$ cat config.mk
export PLATFORM = sky130hd
export DESIGN_NAME = bus_sched
export DESIGN_NICKNAME = d
export VERILOG_FILES = /design/src/rtl/bus_sched.sv
export SDC_FILE = /design/constraint.sdc
export NUM_CORES = 1
export LEC_CHECK = 0
export BUFFER_PORTS_ARGS = -buffer_cell sky130_fd_sc_hd__buf_2
export CAP_MARGIN = 20
export CORE_AREA = 2 2 84 86
export DETAILED_ROUTE_END_ITERATION = 7
export DIE_AREA = 0 0 86 88
export GPL_TIMING_DRIVEN = 0
export PLACE_DENSITY_LB_ADDON = 0.3
export SLEW_MARGIN = 10
export SYNTH_ARGS = -nofsm -noshare
export SYNTH_HDL_FRONTEND = slang
export SYNTH_SLANG_ARGS = --single-unit
$ cat constraint.sdc
create_clock -name clk -period 6.6 [get_ports clk]
set_input_delay 0.33 -clock clk [delete_from_list [all_inputs] [get_ports clk]]
set_output_delay 0.33 -clock clk [all_outputs]
set_load 0.1 [all_outputs]
$ cat src/rtl/bus_sched.sv
// bus_sched: six-requester shared-bus scheduler.
// Priority is console, then UBA1..UBA4 in round-robin order, then CPU.
// A starvation guard lets the CPU win after too many non-CPU grants.
// Each granted cycle waits for busACKI; if none arrives it ends as NXM.
module bus_sched #(
  parameter int TIMEOUT = 127,
  parameter int STARVE  = 8
) (
  input  logic       clk,
  input  logic       rst,
  input  logic [0:5] reqI,
  output logic [0:5] gntO,
  output logic       busREQO,
  input  logic       busACKI,
  output logic [0:5] ackO,
  output logic [0:5] nxmO,
  output logic       nxmFlagO,
  output logic [2:0] nxmIdO,
  input  logic       nxmClrI
);

  typedef enum logic [1:0] {
    S_IDLE = 2'd0,
    S_BUSY = 2'd1,
    S_DONE = 2'd2
  } state_t;

  localparam logic [7:0] LP_TO_LAST = 8'(TIMEOUT - 1);
  localparam logic [3:0] LP_STARVE  = 4'(STARVE);

  state_t     r_state;
  logic [0:5] r_gnt;
  logic [0:5] r_ack;
  logic [0:5] r_nxm;
  logic       r_flag;
  logic [2:0] r_id;
  logic [2:0] r_win;
  logic [7:0] r_cnt;
  logic [3:0] r_starve;
  logic [1:0] r_rr;

  state_t     w_state_nx;
  logic [0:5] w_gnt_nx;
  logic [0:5] w_ack_nx;
  logic [0:5] w_nxm_nx;
  logic [2:0] w_win_nx;
  logic [7:0] w_cnt_nx;
  logic [3:0] w_starve_nx;
  logic [1:0] w_rr_nx;
  logic       w_set_nxm;
  logic       w_any;
  logic [2:0] w_pick;
  logic [1:0] w_cand;
  logic       w_uba_hit;
  logic [2:0] w_uba_idx;
  logic       w_win_req;

  // Requester index to one-hot vector in the [0:5] bit order.
  function automatic logic [0:5] f_onehot(input logic [2:0] idx);
    case (idx)
      3'd0:    f_onehot = 6'b100000;
      3'd1:    f_onehot = 6'b010000;
      3'd2:    f_onehot = 6'b001000;
      3'd3:    f_onehot = 6'b000100;
      3'd4:    f_onehot = 6'b000010;
      3'd5:    f_onehot = 6'b000001;
      default: f_onehot = 6'b000000;
    endcase
  endfunction

  assign w_any     = |reqI;
  assign w_win_req = reqI[r_win];

  // Arbitration: starved CPU, console, round-robin UBA, then CPU.
  always_comb begin
    w_uba_hit = 1'b0;
    w_uba_idx = 3'd1;
    w_cand    = 2'd0;
    for (int k = 1; k <= 4; k++) begin
      w_cand = r_rr + 2'(k);
      if (!w_uba_hit && reqI[3'd1 + 3'(w_cand)]) begin
        w_uba_hit = 1'b1;
        w_uba_idx = 3'd1 + 3'(w_cand);
      end else begin
        w_uba_hit = w_uba_hit;
      end
    end
    if (reqI[5] && (r_starve >= LP_STARVE)) begin
      w_pick = 3'd5;
    end else if (reqI[0]) begin
      w_pick = 3'd0;
    end else if (w_uba_hit) begin
      w_pick = w_uba_idx;
    end else begin
      w_pick = 3'd5;
    end
  end

  // State and registered outputs; reset drops everything at once.
  always_ff @(posedge clk or posedge rst) begin
    if (rst) begin
      r_state  <= S_IDLE;
      r_gnt    <= 6'b000000;
      r_ack    <= 6'b000000;
      r_nxm    <= 6'b000000;
      r_flag   <= 1'b0;
      r_id     <= 3'd0;
      r_win    <= 3'd0;
      r_cnt    <= 8'd0;
      r_starve <= 4'd0;
      r_rr     <= 2'd3;
    end else begin
      r_state  <= w_state_nx;
      r_gnt    <= w_gnt_nx;
      r_ack    <= w_ack_nx;
      r_nxm    <= w_nxm_nx;
      r_win    <= w_win_nx;
      r_cnt    <= w_cnt_nx;
      r_starve <= w_starve_nx;
      r_rr     <= w_rr_nx;
      if (w_set_nxm) begin
        r_flag <= 1'b1;
        r_id   <= r_win;
      end else if (nxmClrI) begin
        r_flag <= 1'b0;
      end
    end
  end

  // Next-state: a dropped request aborts, ACK beats the timeout.
  always_comb begin
    w_state_nx = r_state;
    case (r_state)
      S_IDLE: begin
        if (w_any) w_state_nx = S_BUSY;
        else       w_state_nx = S_IDLE;
      end
      S_BUSY: begin
        if (!w_win_req)                w_state_nx = S_IDLE;
        else if (busACKI)              w_state_nx = S_DONE;
        else if (r_cnt == LP_TO_LAST)  w_state_nx = S_DONE;
        else                           w_state_nx = S_BUSY;
      end
      S_DONE: begin
        if (!w_win_req) w_state_nx = S_IDLE;
        else            w_state_nx = S_DONE;
      end
      default: w_state_nx = S_IDLE;
    endcase
  end

  // Output and datapath next values for grant, pulses, counters.
  always_comb begin
    w_gnt_nx    = r_gnt;
    w_ack_nx    = 6'b000000;
    w_nxm_nx    = 6'b000000;
    w_win_nx    = r_win;
    w_cnt_nx    = r_cnt;
    w_rr_nx     = r_rr;
    w_set_nxm   = 1'b0;
    w_starve_nx = reqI[5] ? r_starve : 4'd0;
    case (r_state)
      S_IDLE: begin
        if (w_any) begin
          w_gnt_nx = f_onehot(w_pick);
          w_win_nx = w_pick;
          w_cnt_nx = 8'd0;
          if ((w_pick >= 3'd1) && (w_pick <= 3'd4)) w_rr_nx = 2'(w_pick - 3'd1);
          else                                      w_rr_nx = r_rr;
          if (w_pick == 3'd5)                       w_starve_nx = 4'd0;
          else if (reqI[5] && (r_starve != 4'd15))  w_starve_nx = r_starve + 4'd1;
          else if (reqI[5])                         w_starve_nx = r_starve;
          else                                      w_starve_nx = 4'd0;
        end else begin
          w_gnt_nx = 6'b000000;
        end
      end
      S_BUSY: begin
        if (!w_win_req) begin
          w_gnt_nx = 6'b000000;
        end else if (busACKI) begin
          w_ack_nx = f_onehot(r_win);
        end else if (r_cnt == LP_TO_LAST) begin
          w_nxm_nx  = f_onehot(r_win);
          w_set_nxm = 1'b1;
        end else if (r_cnt != 8'hFF) begin
          w_cnt_nx = r_cnt + 8'd1;
        end else begin
          w_cnt_nx = r_cnt;
        end
      end
      S_DONE: begin
        if (!w_win_req) w_gnt_nx = 6'b000000;
        else            w_gnt_nx = r_gnt;
      end
      default: w_gnt_nx = 6'b000000;
    endcase
  end

  assign gntO     = r_gnt;
  assign busREQO  = (r_state == S_BUSY);
  assign ackO     = r_ack;
  assign nxmO     = r_nxm;
  assign nxmFlagO = r_flag;
  assign nxmIdO   = r_id;

endmodule

-- After elaboration in Yosys (flattened, before gate mapping)
Cells that the tools add are included.
- memory bits (writable): 0
- input bits: 10
- memories kept: 0
- output and inout port bits: 23
- latch bits: 0
- ROM bits: 0
- bits in registers: 41
- shifts and indexed selects: 0
- div/mod/pow operators: 0
- bitwise gates (word level): 5
- reductions and logical operators: 19
- mux-type cells: 61
- equal/unequal tests: 21
- $add $sub $neg: 10
- $mul: 0
- $lt $le $gt $ge: 8
- operators with widths (kind ; number):
    $pmux 6 s6 ; 2
    $mux 6 ; 9
    $mux 8 ; 5
    $ge 4x4->1 const B ; 6
    $mux 1 ; 21
    $mux 3 ; 7
    $mux 4 ; 5
    $not 3->4 ; 5
    $pmux 8 s2 ; 1
    $bmux 1 s3 ; 5
    $add 1x2->3 const A ; 4
    $eq 3x2->1 const B ; 4
    $eq 3x3->1 const B ; 4
    $pmux 6 s2 ; 1
    $add 8x1->8 const B ; 1
    $eq 8x7->1 const B ; 1
    $mux 2 ; 4
    $ne 2x2->1 const B ; 4
    $ne 8x8->1 const B ; 1
    $eq 3x1->1 const B ; 2
    $logic_and 1x1->1 ; 6
    $logic_not 3->1 ; 2
    $pmux 2 s3 ; 1
    $reduce_and 6->1 ; 1
    other kinds (17) ; 22

-- Longest topological paths before layout
- depth in word-level cells: 23
- depth in mapped cells: 16

-- Least setup slack after synthesis
OpenSTA, ideal clock, no wires.
- path kind: register to register
- from: reg r_rr[0]
- to: reg r_rr[1]
- library setup time: 75 ps
- data required time: 6525 ps
- arrival time: 3669 ps
- setup slack: 2856 ps
- buffers on the path: 3
- cell stages (with the launch flop): 17
- cell sequence: dfstp_2 -> clkbuf_8 -> clkbuf_8 -> clkinv_1 -> ha_1 -> buf_6 -> nand2b_1 -> mux4_2 -> o31a_2 -> o2111a_1 -> o41ai_4 -> ha_1 -> nor2_1 -> nor2_1 -> o21ai_1 -> a31oi_1 -> mux2i_1
- longest elaborated chain between the ends: 22
- RTL lines (element ; RTL line ; RTL):
    from (decl) ; 40 ; logic [1:0] r_rr;
    from (signal assigned) ; 120 ; r_rr <= w_rr_nx;
    $add 2x1->2 ; 80 ; w_cand = r_rr + 2'(k);
    $add 1x2->3 ; 81, 83 ;
    $not 3->4 (implied by the code) ; 81 ; if (!w_uba_hit && reqI[3'd1 + 3'(w_cand)]) begin
    $bmux 1 s3 ; 81 ;
    $mux 1 (implied by the code) (2 in series) ; 81 ;
    $mux 1 ; 81 ;
    $logic_not 1->1 ; 81 ;
    $logic_and 1x1->1 ; 81 ;
    [... 5 more ...] ; -- ;
    $logic_and 1x1->1 ; 81 ;
    $mux 3 / $mux 1 (equally long branches) ; 81 ;
    $mux 3 (*) ; 92 ; end else if (w_uba_hit) begin
    $mux 3 (*) ; 90 ; end else if (reqI[0]) begin
    $mux 3 (*) ; 88 ; if (reqI[5] && (r_starve >= LP_STARVE)) begin
    $ge 3x1->1 / $le 3x3->1 (equally long branches) ; 168 ; if ((w_pick >= 3'd1) && (w_pick <= 3'd4)) w_rr_nx = 2'(w_pick - 3'd1);
    $logic_and 1x1->1 ; 168 ;
    $reduce_and 3->1 (no line) ; -- ;
Mark *: on every way between the ends. The rest lies on a longest branch, timed or not. The select of a mux whose other input is x is not followed.
A chain may end at the register's enable or synchronous reset.

-- Final worst setup path
Ends and elaborated chain as after synthesis.

==> qor.json <==
{
  "hold_ws_ns": 0.2075,
  "setup_viol_count_final": 0,
  "leakagePower_nw": 1.408,
  "finClkSkew_ns": 0.005387,
  "grt_pass1_wl_um": 9570,
  "via_count_of_the_first_global_routing_pass": 2067,
  "reg2reg_depth": 16,
  "clk_latency_worst_skew_pair_ns": 0.30,
  "slew_violations": 0,
  "p_switching_w": 0.0006888,
  "detailed_place.area_sq_mm": 0.002859,
  "share_seq_of_total_power_pct": 23.7,
  "nets": 322,
  "chipWidth_um": 86,
  "synth-edff-count": 0,
  "finalWeightedCongestion": 0.8984,
  "finalWirelength_um": 5442,
  "max-vdd-ir-drop_mv": 0.1656,
  "sequential_element_share_of_the_synthesized_area_pct": 39.88,
  "worst_ep_required_time_ns": 6.83,
  "die_area_sq_mm": 0.007568,
  "run_status": "finished, final reports clean",
  "finalWorstPathRequiredPeriod_ns": 4.284,
  "cts-buffers-inserted": 5,
  "yosys.area.top_type_share_pct": 37.85,
  "avgRoutedWirePerCell_um": 14.36,
  "critical_path_cell_by_cell": "clkbuf_8, clkbuf_8, clkinv_1, ha_1, buf_6, mux2i_1, mux4_2, o31a_2, o2111a_1, o41ai_4, ha_1, nor2_1, nor2_1, o21ai_1, a31oi_1, mux2i_1",
  "grt.total_usage_pct": 15.79,
  "synth_nets": 281,
  "reg2reg_to": "r_rr[1]$_DFFE_PP1P_",
  "minimum_setup_slack_among_reg_to_reg_paths_ns": 2.32,
  "synthCells": 257,
  "post-route-drc-count": 0,
  "hold_viol": 0,
  "timing.max_slew.rel_slack_pct": 64.10,
  "dp.cells": 370,
  "postSynthRegisterBits": 41,
  "synth.largest_area_cell": "sky130_fd_sc_hd__dfrtp_1",
  "layout.filler_cells": 653,
  "layout.area.seq_sq_mm": 0.001028,
  "maxClockFrequency_mhz": 233.5,
  "final_util_pct": 44.92,
  "finalCritPeriodShare_pct": 64.90,
  "critPathArrivalTime_ns": 4.52,
  "synth_warnings": 0,
  "row_count": 30,
  "clkTransAtPathRegs_ns": 0.08,
  "ctsRootBufferMaster": "sky130_fd_sc_hd__clkbuf_8",
  "grt.overflow.total": 0,
  "maximum_number_of_pins_on_one_net_before_global_route_repair": 29,
  "timing.setup.tns_ns": 0,
  "top_signal_layer_used": "met4",
  "postRouteAntennaNets": 0,
  "asyncSetResetFlopFracSynth_pct": 100.0,
  "rsz_0062_raised_after_global_routing": "false",
  "timing.rr.start": "r_rr[0]$_DFFE_PP1P_",
  "timing.critical_path.from_type": "flop",
  "ys_dominant_reg_cell": "sky130_fd_sc_hd__dfrtp_1",
  "netlist-cell-type-count": 57,
  "multi_input_area_sq_mm": 0.001376,
  "first_pass_iters": 4,
  "setup.worst_path.end_class": "flop",
  "switching_share_pct": 48.25,
  "routed-wl-met2_um": 2606,
  "antennaDiodeCount": 0,
  "core_area_sq_mm": 0.006644,
  "design_area_sq_mm": 0.002984,
  "htree_levels": 2,
  "layout.cells.most_common": "sky130_fd_sc_hd__dfrtp_1",
  "antenna_found_initial": 0,
  "hp-class": "in2reg",
  "maxCapViolations": 0,
  "place_hpwl_um": 4053,
  "layoutNonFillerInstCount": 379,
  "cellInternalPower_w": 0.0007387,
  "clock_tree.buffer_depth": 2,
  "cp-startpoint": "r_rr[0]$_DFFE_PP1P_",
  "detail_route.iter0.violations": 98,
  "cp_max_fo": 10,
  "vias": 2079,
  "port_buffers": 32,
  "power.share.combinational_pct": 61.8,
  "tritoncts": "done",
  "power.density_cell_area_mw_per_mm2": 478.4,
  "cts_setup_buffers": 0,
  "met1_wire_length_um": 2491,
  "start_util_pct": 38.81,
  "post_drt_via_cell_ratio": 5.485,
  "power.share.clock_pct": 14.5,
  "flow.area_growth_from_synthesis_pct": 15.72,
  "die_height_um": 88,
  "netlist_area_sq_mm": 0.002579,
  "share_of_cells_above_drive_strength_1_pct": 22.74,
  "tightestPinTransition_ns": 0.5315,
  "io_pins": 33,
  "routed_met3_length_um": 255,
  "layout.cells.most_common_list": "sky130_fd_sc_hd__dfrtp_1 (39), sky130_fd_sc_hd__buf_2 (32), sky130_fd_sc_hd__nand2_1 (25)",
  "clock_sink_count": 41,
  "timing.critical_path.to": "r_rr[1]$_DFFE_PP1P_",
  "syn_avg_cell_area_sq_um": 10.03,
  "critPathMaxStageDelay_ns": 0.56,
  "setup.worst_path.class": "reg2reg",
  "critical_path.slowest_cell": "sky130_fd_sc_hd__dfstp_2",
  "synth_top_cells_by_area": "sky130_fd_sc_hd__dfrtp_1 (38%), sky130_fd_sc_hd__ha_1 (6.8%), sky130_fd_sc_hd__mux2i_1 (4.3%)"
}
[worst min path at each step]
stage | cells past startpoint | from | slack, ns | endpoint
global route | 2 | nxmClrI | 0.22 | nxmFlagO$_DFFE_PP0P_
CTS | 2 | nxmClrI | 0.21 | nxmFlagO$_DFFE_PP0P_
detailed placement | 2 | rst | 0.31 | r_cnt[6]$_DFFE_PP0P_
global placement | 2 | nxmIdO[2]$_DFFE_PP0P_ | 0.47 | nxmIdO[2]$_DFFE_PP0P_
finish | 2 | nxmClrI | 0.21 | nxmFlagO$_DFFE_PP0P_
floorplan | 1 | nxmClrI | 0.43 | nxmFlagO$_DFFE_PP0P_
[cells in the mapped netlist (2+ instances only)]
master,number
sky130_fd_sc_hd__a21oi_1,8
sky130_fd_sc_hd__a22o_1,3
sky130_fd_sc_hd__a31oi_1,6
sky130_fd_sc_hd__a32o_1,2
sky130_fd_sc_hd__and2_1,3
sky130_fd_sc_hd__clkbuf_1,8
sky130_fd_sc_hd__clkbuf_8,5
sky130_fd_sc_hd__dfrtp_1,39
sky130_fd_sc_hd__dfstp_2,2
sky130_fd_sc_hd__ha_1,14
sky130_fd_sc_hd__inv_1,15
sky130_fd_sc_hd__mux2_2,4
sky130_fd_sc_hd__mux2i_1,11
sky130_fd_sc_hd__mux4_2,3
sky130_fd_sc_hd__nand2_1,25
sky130_fd_sc_hd__nand2b_1,10
sky130_fd_sc_hd__nand3_1,6
sky130_fd_sc_hd__nand3b_1,4
sky130_fd_sc_hd__nand4_1,2
sky130_fd_sc_hd__nand4b_1,2
sky130_fd_sc_hd__nor2_1,15
sky130_fd_sc_hd__nor2b_1,5
sky130_fd_sc_hd__nor3_1,15
sky130_fd_sc_hd__nor3b_1,3
sky130_fd_sc_hd__nor4_1,5
sky130_fd_sc_hd__o21ai_0,11
[state kept, by name, indices dropped and copies added, names as in the netlist]
name and count:
ackO 6, gntO 6, nxmFlagO 1, nxmIdO 3
nxmO 6, r_cnt 8, r_rr 2, r_starve 4
r_state 2, r_win 3
[metrics by stage]
stage | power [W] | worst slack [ns]
after floorplan | 0.001059 | 2.856
after global placement | 0.001208 | 2.399
after detailed placement | 0.001222 | 2.373
after CTS | 0.001435 | 2.343
after global routing | 0.001538 | 2.049
final | 0.001428 | 2.316
[cell type report]
class	instances	share of cell area, %
clock buffer	5	2.306
sequential	41	34.47
multi-input combinational	185	46.12
buffer	14	3.690
tap	80	3.354
clock inverter	3	1.551
timing repair buffer	34	6.373
inverter	17	2.138
[critical path: cells and delay by family (launching register included)]
| kind | cells | cell delay [ns] |
|---|---|---|
| AOI/OAI and AO/OA | 5 | 1.17 |
| buffers and inverters | 4 | 0.73 |
| and+or+nand+nor | 2 | 0.15 |
| DFF | 1 | 0.56 |
| muxes | 3 | 0.90 |
| adders and majority gates | 2 | 0.71 |
[routing by layer]
metal / up-vias / GRT usage, %
met2: 56 / 26.29
met5: - / 0
met3: 7 / 3.110
li1: 1011 / -
met1: 1005 / 20.40
met4: 0 / 5.916
[power by group through the flow]
stage,logic (W),registers [W],clock network (W)
after floorplan,0.000622,0.000436,0
after global placement,0.000866,0.000342,0
after detailed placement,0.000879,0.000343,0
after CTS,0.000882,0.000339,0.000213
after global routing,0.000966,0.000348,0.000224
final,0.000882,0.000339,0.000207
[kinds of logic (layout without fill, tap and decap cells)]
kind of cell / Yosys count / in the layout / synth area share (%)
and+or+nand+nor: 102 / 102 / 21.11
muxes: 19 / 19 / 9.656
AOI/OAI and AO/OA: 49 / 49 / 15.48
adders and majority gates: 14 / 14 / 6.793
buffers and inverters: 31 / 73 / 6.744
DFF: 41 / 41 / 39.88
xor gates and xnor gates: 1 / 1 / 0.3397
[repair_timing]
item | 4_1_cts | 5_1_grt
resized for setup | 0 | 0
hold endpoints to repair | 13 | 0
hold buffers | 1 | 0
Note: power is estimated with default switching activity, not from simulation.
